[src/rtl/cast_pkg.sv]
// Shared flit-type encodings and framing state for the cast router eject path.
// The flit width and stream-id field macros default here when no project header has set them.
`ifndef DW
`define DW 32
`endif
`ifndef STREAM_ID_H
`define STREAM_ID_H 29
`endif
`ifndef STREAM_ID_L
`define STREAM_ID_L 26
`endif

package cast_pkg;

  typedef logic [1:0] flit_type_t;

  localparam flit_type_t FT_BODY   = 2'b00;
  localparam flit_type_t FT_HEAD   = 2'b01;
  localparam flit_type_t FT_TAIL   = 2'b10;
  localparam flit_type_t FT_SINGLE = 2'b11;

  localparam int unsigned FLIT_CNT_W = 16;
  localparam int unsigned PKT_CNT_W  = 16;

  typedef enum logic {
    IDLE,
    IN_PKT
  } eject_state_t;

endpackage

[src/rtl/cast_eject_fifo.sv]
// First-word-fall-through flit buffer for the eject stage.
// full/empty are registered from the next occupancy; full is held high in reset so nothing is written.
module cast_eject_fifo #(
  parameter int unsigned WIDTH     = 32,
  parameter int unsigned DEPTH_LOG = 4
) (
  input  logic             clk_i,
  input  logic             rst_i,
  input  logic             wr_en,
  input  logic [WIDTH-1:0] wr_data,
  input  logic             rd_en,
  output logic [WIDTH-1:0] rd_data,
  output logic             full,
  output logic             empty
);

  localparam int unsigned DEPTH = 1 << DEPTH_LOG;
  localparam int unsigned CNT_W = DEPTH_LOG + 1;

  logic [WIDTH-1:0]     mem [DEPTH];
  logic [DEPTH_LOG-1:0] wr_ptr;
  logic [DEPTH_LOG-1:0] rd_ptr;
  logic [CNT_W-1:0]     cnt;
  logic [CNT_W-1:0]     cnt_nxt;
  logic                 wr_fire;
  logic                 rd_fire;

  assign wr_fire = wr_en & ~full;
  assign rd_fire = rd_en & ~empty;
  assign rd_data = mem[rd_ptr];

  always_comb begin
    cnt_nxt = cnt;
    if (wr_fire && !rd_fire) begin
      cnt_nxt = cnt + CNT_W'(1);
    end else if (rd_fire && !wr_fire) begin
      cnt_nxt = cnt - CNT_W'(1);
    end
  end

  always_ff @(posedge clk_i) begin
    if (rst_i) begin
      wr_ptr <= '0;
      rd_ptr <= '0;
      cnt    <= '0;
      full   <= 1'b1;
      empty  <= 1'b1;
    end else begin
      if (wr_fire) wr_ptr <= wr_ptr + DEPTH_LOG'(1);
      if (rd_fire) rd_ptr <= rd_ptr + DEPTH_LOG'(1);
      cnt   <= cnt_nxt;
      full  <= (cnt_nxt == CNT_W'(DEPTH));
      empty <= (cnt_nxt == CNT_W'(0));
    end
  end

  // Storage carries no reset; only the pointers define validity.
  always_ff @(posedge clk_i) begin
    if (wr_fire) mem[wr_ptr] <= wr_data;
  end

endmodule

[src/rtl/cast_eject_stage.sv]
// Destination-side eject stage: buffers flits from the router local port, tracks packet
// framing on the consumer side and returns one credit pulse per packet consumed.
import cast_pkg::*;

module cast_eject_stage #(
  parameter int unsigned DEPTH_LOG = 4,
  parameter int unsigned FCpl      = 16,
  parameter int unsigned CHECK_LEN = 1
) (
  input  logic           clk_i,
  input  logic           rst_i,
  input  logic           valid_i,
  input  logic [`DW-1:0] data_i,
  output logic           ready_o,
  output logic           valid_o,
  output logic [`DW-1:0] data_o,
  input  logic           ready_i,
  output logic           credit_upd_o,
  output logic [15:0]    pkt_cnt_o,
  output logic           err_seq_o,
  output logic           err_len_o
);

  localparam int unsigned LEN_W = FLIT_CNT_W + 1;

  logic                  fifo_full;
  logic                  fifo_empty;
  logic                  fire;
  flit_type_t            ftype;

  eject_state_t          state_q, state_d;
  logic [FLIT_CNT_W-1:0] flit_cnt_q, flit_cnt_d;
  logic                  pend_q, pend_d;
  logic                  credit_d;
  logic                  seq_set;
  logic                  len_bad;
  logic [1:0]            ends;
  logic [1:0]            owed;

  cast_eject_fifo #(
    .WIDTH     (`DW),
    .DEPTH_LOG (DEPTH_LOG)
  ) u_fifo (
    .clk_i   (clk_i),
    .rst_i   (rst_i),
    .wr_en   (valid_i),
    .wr_data (data_i),
    .rd_en   (ready_i),
    .rd_data (data_o),
    .full    (fifo_full),
    .empty   (fifo_empty)
  );

  assign ready_o = ~fifo_full;
  assign valid_o = ~fifo_empty;
  assign fire    = valid_o & ready_i;
  assign ftype   = flit_type_t'(data_o[`DW-1:`DW-2]);

  function automatic logic len_mismatch(input logic [LEN_W-1:0] len);
    return (CHECK_LEN != 0) && (len != LEN_W'(FCpl));
  endfunction

  // Framing FSM plus credit bookkeeping; an aborting SINGLE ends two packets in one fire.
  always_comb begin
    state_d    = state_q;
    flit_cnt_d = flit_cnt_q;
    seq_set    = 1'b0;
    len_bad    = 1'b0;
    ends       = 2'd0;
    if (fire) begin
      unique case (state_q)
        IDLE: begin
          unique case (ftype)
            FT_HEAD: begin
              state_d    = IN_PKT;
              flit_cnt_d = FLIT_CNT_W'(1);
            end
            FT_SINGLE: begin
              ends    = 2'd1;
              len_bad = len_mismatch(LEN_W'(1));
            end
            default: seq_set = 1'b1;
          endcase
        end
        IN_PKT: begin
          unique case (ftype)
            FT_BODY: begin
              if (flit_cnt_q != '1) flit_cnt_d = flit_cnt_q + FLIT_CNT_W'(1);
            end
            FT_TAIL: begin
              ends    = 2'd1;
              len_bad = len_mismatch(LEN_W'(flit_cnt_q) + LEN_W'(1));
              state_d = IDLE;
            end
            FT_HEAD: begin
              seq_set    = 1'b1;
              ends       = 2'd1;
              flit_cnt_d = FLIT_CNT_W'(1);
            end
            default: begin
              seq_set = 1'b1;
              ends    = 2'd2;
              len_bad = len_mismatch(LEN_W'(1));
              state_d = IDLE;
            end
          endcase
        end
        default: state_d = IDLE;
      endcase
    end
    owed     = ends + 2'(pend_q);
    credit_d = (owed != 2'd0);
    pend_d   = (owed > 2'd1);
  end

  always_ff @(posedge clk_i) begin
    if (rst_i) begin
      state_q      <= IDLE;
      flit_cnt_q   <= '0;
      pend_q       <= 1'b0;
      credit_upd_o <= 1'b0;
      pkt_cnt_o    <= '0;
      err_seq_o    <= 1'b0;
      err_len_o    <= 1'b0;
    end else begin
      state_q      <= state_d;
      flit_cnt_q   <= flit_cnt_d;
      pend_q       <= pend_d;
      credit_upd_o <= credit_d;
      pkt_cnt_o    <= pkt_cnt_o + PKT_CNT_W'(credit_d);
      err_seq_o    <= err_seq_o | seq_set;
      err_len_o    <= err_len_o | len_bad;
    end
  end

endmodule
[config.mk]
export PLATFORM = sky130hd
export DESIGN_NAME = cast_eject_stage
export DESIGN_NICKNAME = d
export VERILOG_FILES = /design/src/rtl/cast_pkg.sv /design/src/rtl/cast_eject_fifo.sv /design/src/rtl/cast_eject_stage.sv
export SDC_FILE = /design/constraint.sdc
export NUM_CORES = 1
export LEC_CHECK = 0
export ABC_AREA = 1
export ABC_CLOCK_PERIOD_IN_PS = 12180
export BUFFER_PORTS_ARGS = -buffer_cell sky130_fd_sc_hd__buf_4
export CAP_MARGIN = 20
export CORE_MARGIN = 2
export CORE_UTILIZATION = 66
export DETAILED_ROUTE_END_ITERATION = 10
export GPL_ROUTABILITY_DRIVEN = 1
export PLACE_DENSITY = 0.84
export SLEW_MARGIN = 20
export SYNTH_ARGS = -nofsm -noshare
export SYNTH_HDL_FRONTEND = slang
export SYNTH_SLANG_ARGS = --single-unit
[constraint.sdc]
create_clock -name clk_i -period 12.18 [get_ports clk_i]
set_input_delay 1.827 -clock clk_i [delete_from_list [all_inputs] [get_ports clk_i]]
set_output_delay 1.827 -clock clk_i [all_outputs]
set_load 0.01 [all_outputs]
* After elaboration in Yosys (flattened, before gate mapping)
Memory sizes are Yosys's and may differ from the RTL's. A register that Yosys moved wholly into a read port is not among the register bits.
Cells that the tools add are included.
** Cells by class
- Reductions and logical operators :: 12
- $lt $le $gt $ge :: 1
- Equality and inequality tests :: 9
- Muxes and demuxes :: 25
- $add $sub $neg :: 8
- Bitwise gates (word level) :: 7
** Operator list (count)
- $pmux W16 S2 :: 2
- $mux W16 :: 2
- $add A16 B1 Y17 const B :: 1
- $ne A17 B5 Y1 const B :: 1
- $add A16 B1 Y16 :: 1
- $add A16 B1 Y16 const B :: 1
- $ne A16 B16 Y1 const B :: 1
- $mux W1 :: 10
- $mux W5 :: 2
- $add A4 B1 Y4 const B :: 2
- $mux W4 :: 2
- $pmux W1 S2 :: 4
- $pmux W2 S2 :: 2
- $reduce_or A2 Y1 :: 4
- $add A5 B1 Y5 const B :: 1
- $eq A5 B5 Y1 const B :: 1
- $logic_not A5 Y1 :: 1
- $sub A5 B1 Y5 const B :: 1
- $eq A2 B2 Y1 const B :: 2
- $reduce_and A4 Y1 :: 1
- $ne A3 B1 Y1 const B :: 1
- $ne A3 B3 Y1 const B :: 1
- $not A1 Y1 :: 3
- $add A2 B1 Y2 :: 1
- 10 further kinds :: 14
** Storage, ports and cells
- Word-level logic and storage cells :: 75
- Memories kept :: 1
- Bits in writable memories :: 512
- Flip-flop bits (word level) :: 52
- Input port bits :: 36
- Output and inout port bits :: 53
** Memory list
- u_fifo.mem :: words 16, bits a word 32, rd ports 1, clocked after Yosys merged registers in 1, write ports 1, line cast_eject_fifo.sv:20 : logic [WIDTH-1:0] mem [DEPTH];

* Depth between registers and ports, before layout
Gate-level depths: netlist (run 1).
- Depth after elaboration :: 8
- Mapped depth :: 27
- Gate-level depth less buffers :: 24

* Cells and area by module
From an unflattened synthesis (run 1), not the netlist that was laid out.
** Second synthesis, totals
- Cells, all modules :: 1946
- Area, all modules :: 23054.6 sq um
** Modules (own cells, without submodules)
- cast_eject_fifo :: instances 1, cells an instance 1634, area an instance 20932.6 sq um, sequential area each 15755.1 sq um
- cast_eject_stage :: instances 1, cells an instance 312, area an instance 2122.0 sq um, sequential area each 740.7 sq um

* Worst setup path after synthesis (run 1)
Ideal clock, no wire load.
- Path kind :: input to register
- Start :: in valid_i
- End :: mem u_fifo.mem[11][0], enable pin
- Cell stages on the path :: 6
- Setup time :: 0.421 ns
- Buffers on the path :: 0
- Data required time :: 11.759 ns
- Path slack :: 7.960 ns
- Arrival time :: 3.799 ns
- Path through :: inv_1 > nor2_1 > inv_1 > nor2_1 > nand2_1 > nor2_1
** Between the ends
- Longest elaborated chain between the ends :: 3
** RTL lines
- start, declared :: line cast_eject_stage.sv:12 : input logic valid_i,
- $and A1 B1 Y1 :: line cast_eject_fifo.sv:28 : assign wr_fire = wr_en & ~full;
- $mux W1 :: line cast_eject_fifo.sv:59 : if (wr_fire) mem[wr_ptr] <= wr_data;
- $mux W1 (not written as such) :: line cast_eject_fifo.sv:59
- end, declared :: line cast_eject_fifo.sv:20
Every way passes these cells.

==> results of run 1 <==
-- placed cells by master (no fill, tap or decap), drive strengths merged, types with 2 or more instances in the layout --
| cell type | instances |
|---|---|
| diode | 4 |
| clkinv | 23 |
| a22oi | 9 |
| o211ai | 128 |
| bufinv | 7 |
| or2 | 3 |
| a21oi | 145 |
| nand2 | 109 |
| a32oi | 5 |
| nor3b | 2 |
| xnor2 | 2 |
| nand4 | 7 |
| nor3 | 9 |
| edfxtp | 512 |
| clkbuf | 66 |
| ha | 16 |
| inv | 195 |
| nor4 | 3 |
| o21ai | 173 |
| buf | 112 |
| nand3 | 67 |
| o21a | 4 |
| dfxtp | 56 |
| xor2 | 10 |
| mux2i | 125 |
| nor2 | 87 |
-- cell type report --
class                           instances  area (um2)
Sequential cell                       568       16500
Multi-Input combinational cell        907        5660
Antenna cell                            4        10.0
Tap cell                              455         569
Fill cell                            1951        8520
Clock buffer                           66        1400
Timing Repair Buffer                  112         866
Clock inverter                         32         367
Inverter                              194         731
-- metrics by stage --
stage	area [um2]	power (uW)	hold slack [ns]
after global routing	26100	4800	0.466
after floorplan	23300	2750	0.416
after CTS	26100	4640	0.447
final	26100	4640	0.445
after global placement	24300	2950	0.426
after detailed placement	24300	2980	0.437
-- synthesized netlist by cell type (all sizes together) --
cell type	number	area, um2
dfxtp	56	1120
nor2	87	344
nor4	3	18.8
o31ai	1	7.51
nor3	9	45.0
edfxtp	512	15400
buf	54	330
nand4	7	43.8
a32oi	5	43.8
clkbuf	45	179
o21bai	1	7.51
a22oi	9	87.6
ha	16	200
o211ai	128	961
nor3b	2	15.0
a21oi	145	726
clkinv	1	3.75
mux2i	125	1250
nand2	109	419
nand3	67	335
a2111oi	1	8.76
inv	193	724
or2	3	21.3
xnor2	2	17.5
o21a	4	30.0
xor2	10	87.6
o21ai	173	866
-- worst reg2reg max path: cells and delay by family, from the launching register on --
| family | cells | cell delay, ns |
|---|---|---|
| AND/OR/NAND/NOR | 7 | 1.70 |
| flip-flops | 1 | 1.06 |
| buffers and inverters | 3 | 0.95 |
| adder cells (fa/ha/maj) | 4 | 0.82 |
| AO/OA/AOI/OAI | 4 | 0.77 |
| multiplexers | 1 | 0.47 |
| XOR/XNOR | 1 | 0.18 |
-- routing by layer --
layer	wire length (um)	GRT usage	vias up	share of wire
met4	1700	0.122	2	0.031
met1	20700	0.376	7192	0.38
met2	27500	0.504	790	0.51
met3	4430	0.0455	122	0.082
met5	13	0	-	0.00024
li1	-	-	6604	-
-- logic make-up after synthesis --
kind of cell / share of synthesized area
AOI/OAI and AO/OA: 0.118
xor gates and xnor gates: 0.00452
adders and majority gates: 0.00860
buffers and inverters: 0.0532
DFF: 0.709
muxes: 0.0538
and+or+nand+nor: 0.0534
-- how the worst max path moves through the flow --
| stage | end | slack [ns] | cells after the start |
|---|---|---|---|
| 6_report | data_o[15] | 5.86 | 8 |
| 5_1_grt | pkt_cnt_o[14] | 5.69 | 20 |
| 4_1_cts | data_o[15] | 5.96 | 7 |
| 3_5_place_dp | pkt_cnt_o[14] | 6.55 | 20 |
| 3_3_place_gp | pkt_cnt_o[14] | 6.76 | 21 |
| 2_1_floorplan | u_fifo.mem[11][0] | 7.96 | 6 |
-- registers in the layout (all words and copies together), names as in the netlist, 4 cells and up, named ones only --
signal	flops
u_fifo.wr_ptr	4
u_fifo.cnt	5
flit_cnt_q	16
u_fifo.mem	512
u_fifo.rd_ptr	4
pkt_cnt_o	16
-- power groups by stage --
stage	logic (uW)	clock network [uW]	registers, uW
after detailed placement	720	0	2260
after CTS	735	1680	2220
after global placement	689	0	2260
final	740	1680	2220
after global routing	814	1760	2230
after floorplan	530	0	2220
==> results.py, run 1 <==
metrics = {
    "drt": {
        "vias": 14710,
        "drt_wl_total_mm": 54.3,
        "route.detailed.wl_per_inst_um": 23.2,
        "via_density_per_instance": 6.29,
        "drcViolationCount": 0,
        "drt-pass1-iter-count": 6,
        "ant_nets": 0,
        "detail_route.iter0.violations": 1837,
    },
    "place": {
        "placed_cells": 2235,
        "gp_routability_congestion": 0.865,
        "dpl.hpwl_mm": 26.8,
        "numPortBuffers": 88,
        "post-place-ws_ns": 6.55,
    },
    "cts": {
        "maximum_buffer_depth_of_the_clock_tree": 3,
        "post_cts_resized": 0,
        "clkSinkCount": 568,
        "clock_tree.htree_level_count": 2,
        "cts_root_buf": "clkbuf_16",
        "cts_hold_buf": 0,
        "clock_tree_from_tritoncts": "built",
        "clk_latency_ns": 0.60,
        "clk_pin_slew_worst_paths_ns": 0.06,
        "cts_buffers": 54,
        "post-cts-setup-buffer-count": 0,
    },
    "power_and_ir_drop": {
        "power.switching_uw": 1230,
        "max-vdd-ir-drop_v": 0.000130,
        "power_switching_share": 0.265,
        "internal_power_uw": 3410,
        "share_comb_of_total_power": 0.159,
        "share_seq_of_total_power": 0.479,
        "power.clock.fraction": 0.362,
        "leakagePower_uw": 0.00896,
        "powerDensity_nw_per_um2": 178,
    },
    "worst_setup_path": {
        "cp.required_ns": 10.35,
        "ff2ff_setup_slack_ns": 6.15,
        "critPathCaptureType": "primary output",
        "worst-endpoint-arrival_ns": 4.49,
        "reg2reg_depth": 20,
        "critical-path-max-stage-delay_ns": 1.06,
        "timing.setup.critical_path_class": "register to primary output",
        "critical_path.reg2reg.endpoint": "pkt_cnt_o[14]",
        "worst-path-max-fanout": 223,
        "timing.critical_path.cells": "buf_12 -> buf_4 -> a21oi_1 -> o21ai_0 -> o21ai_0 -> o211ai_1 -> nand2_1 -> buf_4",
        "critical-path-slowest-cell": "dfxtp_4",
        "worst-path-buf-inv": 3,
        "crit_family": "buffers and inverters",
        "crit_path_start_kind": "register",
    },
    "sta": {
        "period_needed_ns": 6.32,
        "finalSetupViolCount": 0,
        "final_critical_path_setup_slack_ns": 5.86,
        "finalClockSkew_ns": 0.0211,
        "worst_slew_margin_rel": 0.264,
        "unrepaired_setup_endpoints_after_global_routing": "false",
        "tightestPinTransition_ns": 1.10,
        "fin_tns_setup_ns": 0,
        "slew_viol_final": 0,
        "fmax_mhz": 158,
        "final_hold_vios": 0,
        "post-route-period-util": 0.519,
    },
    "flow_run": {
        "drv_cap": 0,
    },
    "floorplan": {
        "std_cell_rows": 68,
        "initial_core_util": 0.672,
        "design.portCount": 89,
        "design.core.area_um2": 34600,
        "die_outline_area_um2": 36800,
        "dieWidth_um": 192,
        "die_h_um": 192,
    },
    "min_path": {
        "min_path_cells": 1,
        "hold_path_startpoint": "u_fifo.rd_ptr[3]",
        "worst_hold_path_type": "register to register",
    },
    "synth": {
        "avgSynthCellArea_um2": 13.2,
        "post_synth_instance_area_um2": 23300,
        "synth_sequential_area_ratio": 0.709,
        "instance_count_of_the_mapped_netlist": 1768,
        "synth.lib_cells_used.distinct": 40,
        "number_of_warning_messages_in_the_yosys_log": 0,
        "syn_nets": 1820,
        "synth-seq-cells": 568,
    },
    "grt": {
        "antenna_found_initial": 5,
        "grt_pass1_wl_mm": 80.6,
        "grt_overflow": 0,
        "first_global_vias": 14439,
        "grt_start_max_net_pins": 224,
        "tot_gr_track_use": 0.294,
    },
    "outcome": {
        "result_of_the_run": "finished, final reports clean",
    },
    "final_layout": {
        "layout-drive-gt1-share": 0.119,
        "area.growth.synth_to_final_pct": 12.2,
        "nets": 1889,
        "finished_layout_cells": 2338,
        "finalCoreUtilization": 0.754,
    },
}
Power figures use the tool's default switching activity.
==> run 2, diff against run 1 <==
--- a/config.mk
+++ b/config.mk
@@ -5,15 +5,15 @@
 export SDC_FILE = /design/constraint.sdc
 export NUM_CORES = 1
 export LEC_CHECK = 0
-export ABC_AREA = 1
-export ABC_CLOCK_PERIOD_IN_PS = 12180
+export ABC_AREA = 0
+export ABC_CLOCK_PERIOD_IN_PS = 5900
 export BUFFER_PORTS_ARGS = -buffer_cell sky130_fd_sc_hd__buf_4
 export CAP_MARGIN = 20
 export CORE_MARGIN = 2
-export CORE_UTILIZATION = 66
+export CORE_UTILIZATION = 61
 export DETAILED_ROUTE_END_ITERATION = 10
 export GPL_ROUTABILITY_DRIVEN = 1
-export PLACE_DENSITY = 0.84
+export PLACE_DENSITY = 0.79
 export SLEW_MARGIN = 20
 export SYNTH_ARGS = -nofsm -noshare
 export SYNTH_HDL_FRONTEND = slang
==> constraint.sdc (replaced) <==
create_clock -name clk_i -period 5.9 [get_ports clk_i]
set_input_delay 0.885 -clock clk_i [delete_from_list [all_inputs] [get_ports clk_i]]
set_output_delay 0.885 -clock clk_i [all_outputs]
set_load 0.01 [all_outputs]
==> run 2 against run 1 <==
The flow now finishes with violations (design-rule violations); die area increased by 2.8%; combinational power grew 39%; core utilization fell by 5.1 points; design area is 4.1% lower; wire length down 14%; setup slack got worse by 4.5 ns; total power rose by 92%; non-clock buffer count stayed put; clock skew is 0.0044 ns lower; synthesized area shrank 4.9%; register-to-register slack worse by 4.8 ns; largest power group unchanged.
==> results.py, run 2 <==
metrics = {
    "cts": {
        "maximum_buffer_depth_of_the_clock_tree": 3,
        "post_cts_resized": 0,
        "cts_buffers": 54,
        "cts_hold_buf": 0,
        "clock_tree_from_tritoncts": "built",
        "cts_root_buf": "clkbuf_16",
        "clk_pin_slew_worst_paths_ns": 0.06,
        "clock_tree.htree_level_count": 2,
        "clk_latency_ns": 0.58,
        "post-cts-setup-buffer-count": 0,
        "clkSinkCount": 568,
    },
    "final_layout": {
        "area.growth.synth_to_final_pct": 13.2,
        "largest_register_ffs": 512,
        "final_cell_mix": "edfxtp_1, mux4_2, buf_4",
        "diodes": 0,
        "layout_commonest_cell": "edfxtp_1",
        "nets": 1227,
        "layout-drive-gt1-share": 0.300,
        "top_reg_by_flops": "u_fifo.mem",
        "reg.largest.list": "u_fifo.mem (512), flit_cnt_q (16), pkt_cnt_o (16)",
    },
    "grt": {
        "grt_pass1_wl_mm": 69.4,
        "met3_usage": 0.0411,
        "grt_overflow": 0,
        "antenna_found_initial": 1,
        "grt_most_used_layer": "met2",
        "first_global_vias": 11065,
        "tot_gr_track_use": 0.251,
        "globalRouteMet2Util": 0.430,
        "grt_start_max_net_pins": 68,
        "met1_usage": 0.340,
    },
    "drt": {
        "drt-pass1-iter-count": 9,
        "detail_route.iter0.violations": 1018,
        "ant_nets": 0,
        "drcViolationCount": 8,
        "route.detailed.wl_per_inst_um": 27.8,
        "via_density_per_instance": 6.46,
        "vias": 10858,
        "drt_wl_total_mm": 46.7,
    },
    "worst_setup_path": {
        "timing.setup.critical_path_class": "register to primary output",
        "crit_path_start_kind": "register",
        "cp.required_ns": 5.02,
        "worst-endpoint-arrival_ns": 3.68,
        "critPathCaptureType": "primary output",
        "worst-path-max-fanout": 46,
    },
    "sta": {
        "finalSetupViolCount": 0,
        "post-route-period-util": 0.774,
        "period_needed_ns": 4.57,
        "final_critical_path_setup_slack_ns": 1.33,
        "worst_slew_margin_rel": 0.356,
        "unrepaired_setup_endpoints_after_global_routing": "false",
        "final_hold_vios": 0,
        "finalClockSkew_ns": 0.0166,
        "slew_viol_final": 0,
        "fin_tns_setup_ns": 0,
        "fmax_mhz": 219,
        "tightestPinTransition_ns": 0.966,
    },
    "synth": {
        "leading_cell_type_by_number_of_instances_after_synthesis": "edfxtp_1",
        "synth_enable_flop_cells": 512,
        "instance_count_of_the_mapped_netlist": 1062,
        "async_flop_share": 0,
        "most_used_standard_cells_in_the_synthesized_netlist": "edfxtp_1, mux4_2, dfxtp_1",
        "number_of_warning_messages_in_the_yosys_log": 0,
        "avgSynthCellArea_um2": 20.8,
        "post-synth-top-area-fraction": 0.695,
        "post_synth_instance_area_um2": 22100,
        "synth-seq-cells": 568,
        "synth.lib_cells_used.distinct": 50,
        "yosys.area.top_type": "edfxtp_1",
        "dominantRegCellSynth": "edfxtp_1",
        "synth.area.top_cells": "edfxtp_1, mux4_2, dfxtp_1",
        "synth_sequential_area_ratio": 0.746,
        "syn_nets": 1114,
    },
    "outcome": {
        "failed_checks": "design-rule violations",
        "result_of_the_run": "finished with violations",
    },
    "floorplan": {
        "dieWidth_um": 194,
        "design.core.area_um2": 35700,
        "die_outline_area_um2": 37800,
        "std_cell_rows": 69,
        "initial_core_util": 0.620,
        "design.portCount": 89,
        "die_h_um": 194,
    },
    "power_and_ir_drop": {
        "leakagePower_uw": 0.00792,
        "powerDensity_nw_per_um2": 357,
        "max-vdd-ir-drop_v": 0.000274,
    },
    "min_path": {
        "worst_hold_path_type": "register to register",
        "hold_path_startpoint": "err_seq_o",
    },
    "place": {
        "gp_routability_congestion": 0.830,
        "numPortBuffers": 88,
        "dpl.hpwl_mm": 23.7,
        "post-place-ws_ns": 1.42,
    },
    "flow_run": {
        "drv_cap": 0,
    },
}
[run 2: cell types whose count changed after synthesis, sizes merged, moves of 26 or more]
cell,previous run,this run
inv,193,9
o21ai,173,10
mux4,0,160
a21oi,145,18
o211ai,128,1
mux2i,125,0
nand2,109,33
nand3,67,17
nor2,87,41
and2,0,26
buf,54,28
[run 2: layout make-up]
| cell class | instances | area (um2) |
|---|---|---|
| fill | 2083 | 10600 |
| clock buffer | 72 | 1440 |
| clock inverter | 28 | 280 |
| timing repair buffer | 112 | 841 |
| tap | 461 | 577 |
| multi-input combinational | 430 | 5370 |
| inverter | 9 | 33.8 |
| sequential | 568 | 16500 |
[run 2: critical path, stage by stage, from the launching register on]
cell,delay [ns]
dfxtp_4,0.90
buf_4,0.81
mux4_2,0.61
mux4_2,0.52
buf_4,0.17
[run 2: path summary, 6_finish.rpt]
path,to,slack (ns),depth (start not counted)
setup / recovery,data_o[7],1.33,4
hold reg to reg,err_seq_o,0.48,2
setup reg to reg,pkt_cnt_o[10],1.40,17
hold / removal,err_seq_o,0.48,2
[run 2: cell families (layout without fill, tap and decap cells)]
logic type | count (synthesis) | count (layout) | synth area share
AOI/OAI and AO/OA | 66 | 66 | 0.0217
xor gates and xnor gates | 30 | 30 | 0.0119
adders and majority gates | 16 | 16 | 0.00905
buffers and inverters | 64 | 221 | 0.0125
DFF | 568 | 568 | 0.746
muxes | 161 | 161 | 0.163
and+or+nand+nor | 157 | 157 | 0.0357
[run 2: routing by layer]
layer,vias to the layer above,part of all wire
met2,491,0.52
met4,2,0.024
met1,5665,0.39
li1,4610,-
met3,90,0.065
met5,-,0.00024
[run 2: through the flow]
step | cell area (um2) | power [uW] | cells | utilization | hold WS (ns)
finish | 25000 | 8930 | 1680 | 0.702 | 0.484
global route | 25000 | 9220 | 1680 | 0.702 | 0.532
CTS | 25000 | 9010 | 1680 | 0.702 | 0.493
detailed placement | 23300 | 5660 | 1580 | 0.654 | 0.465
global placement | 23300 | 5630 | 1580 | 0.654 | 0.452
floorplan | 22100 | 5330 | 1062 | - | 0.468
[run 2: report_power, final]
group,internal [uW],switching (uW)
registers,4450,83.7
logic,557,475
clock network,1970,1400
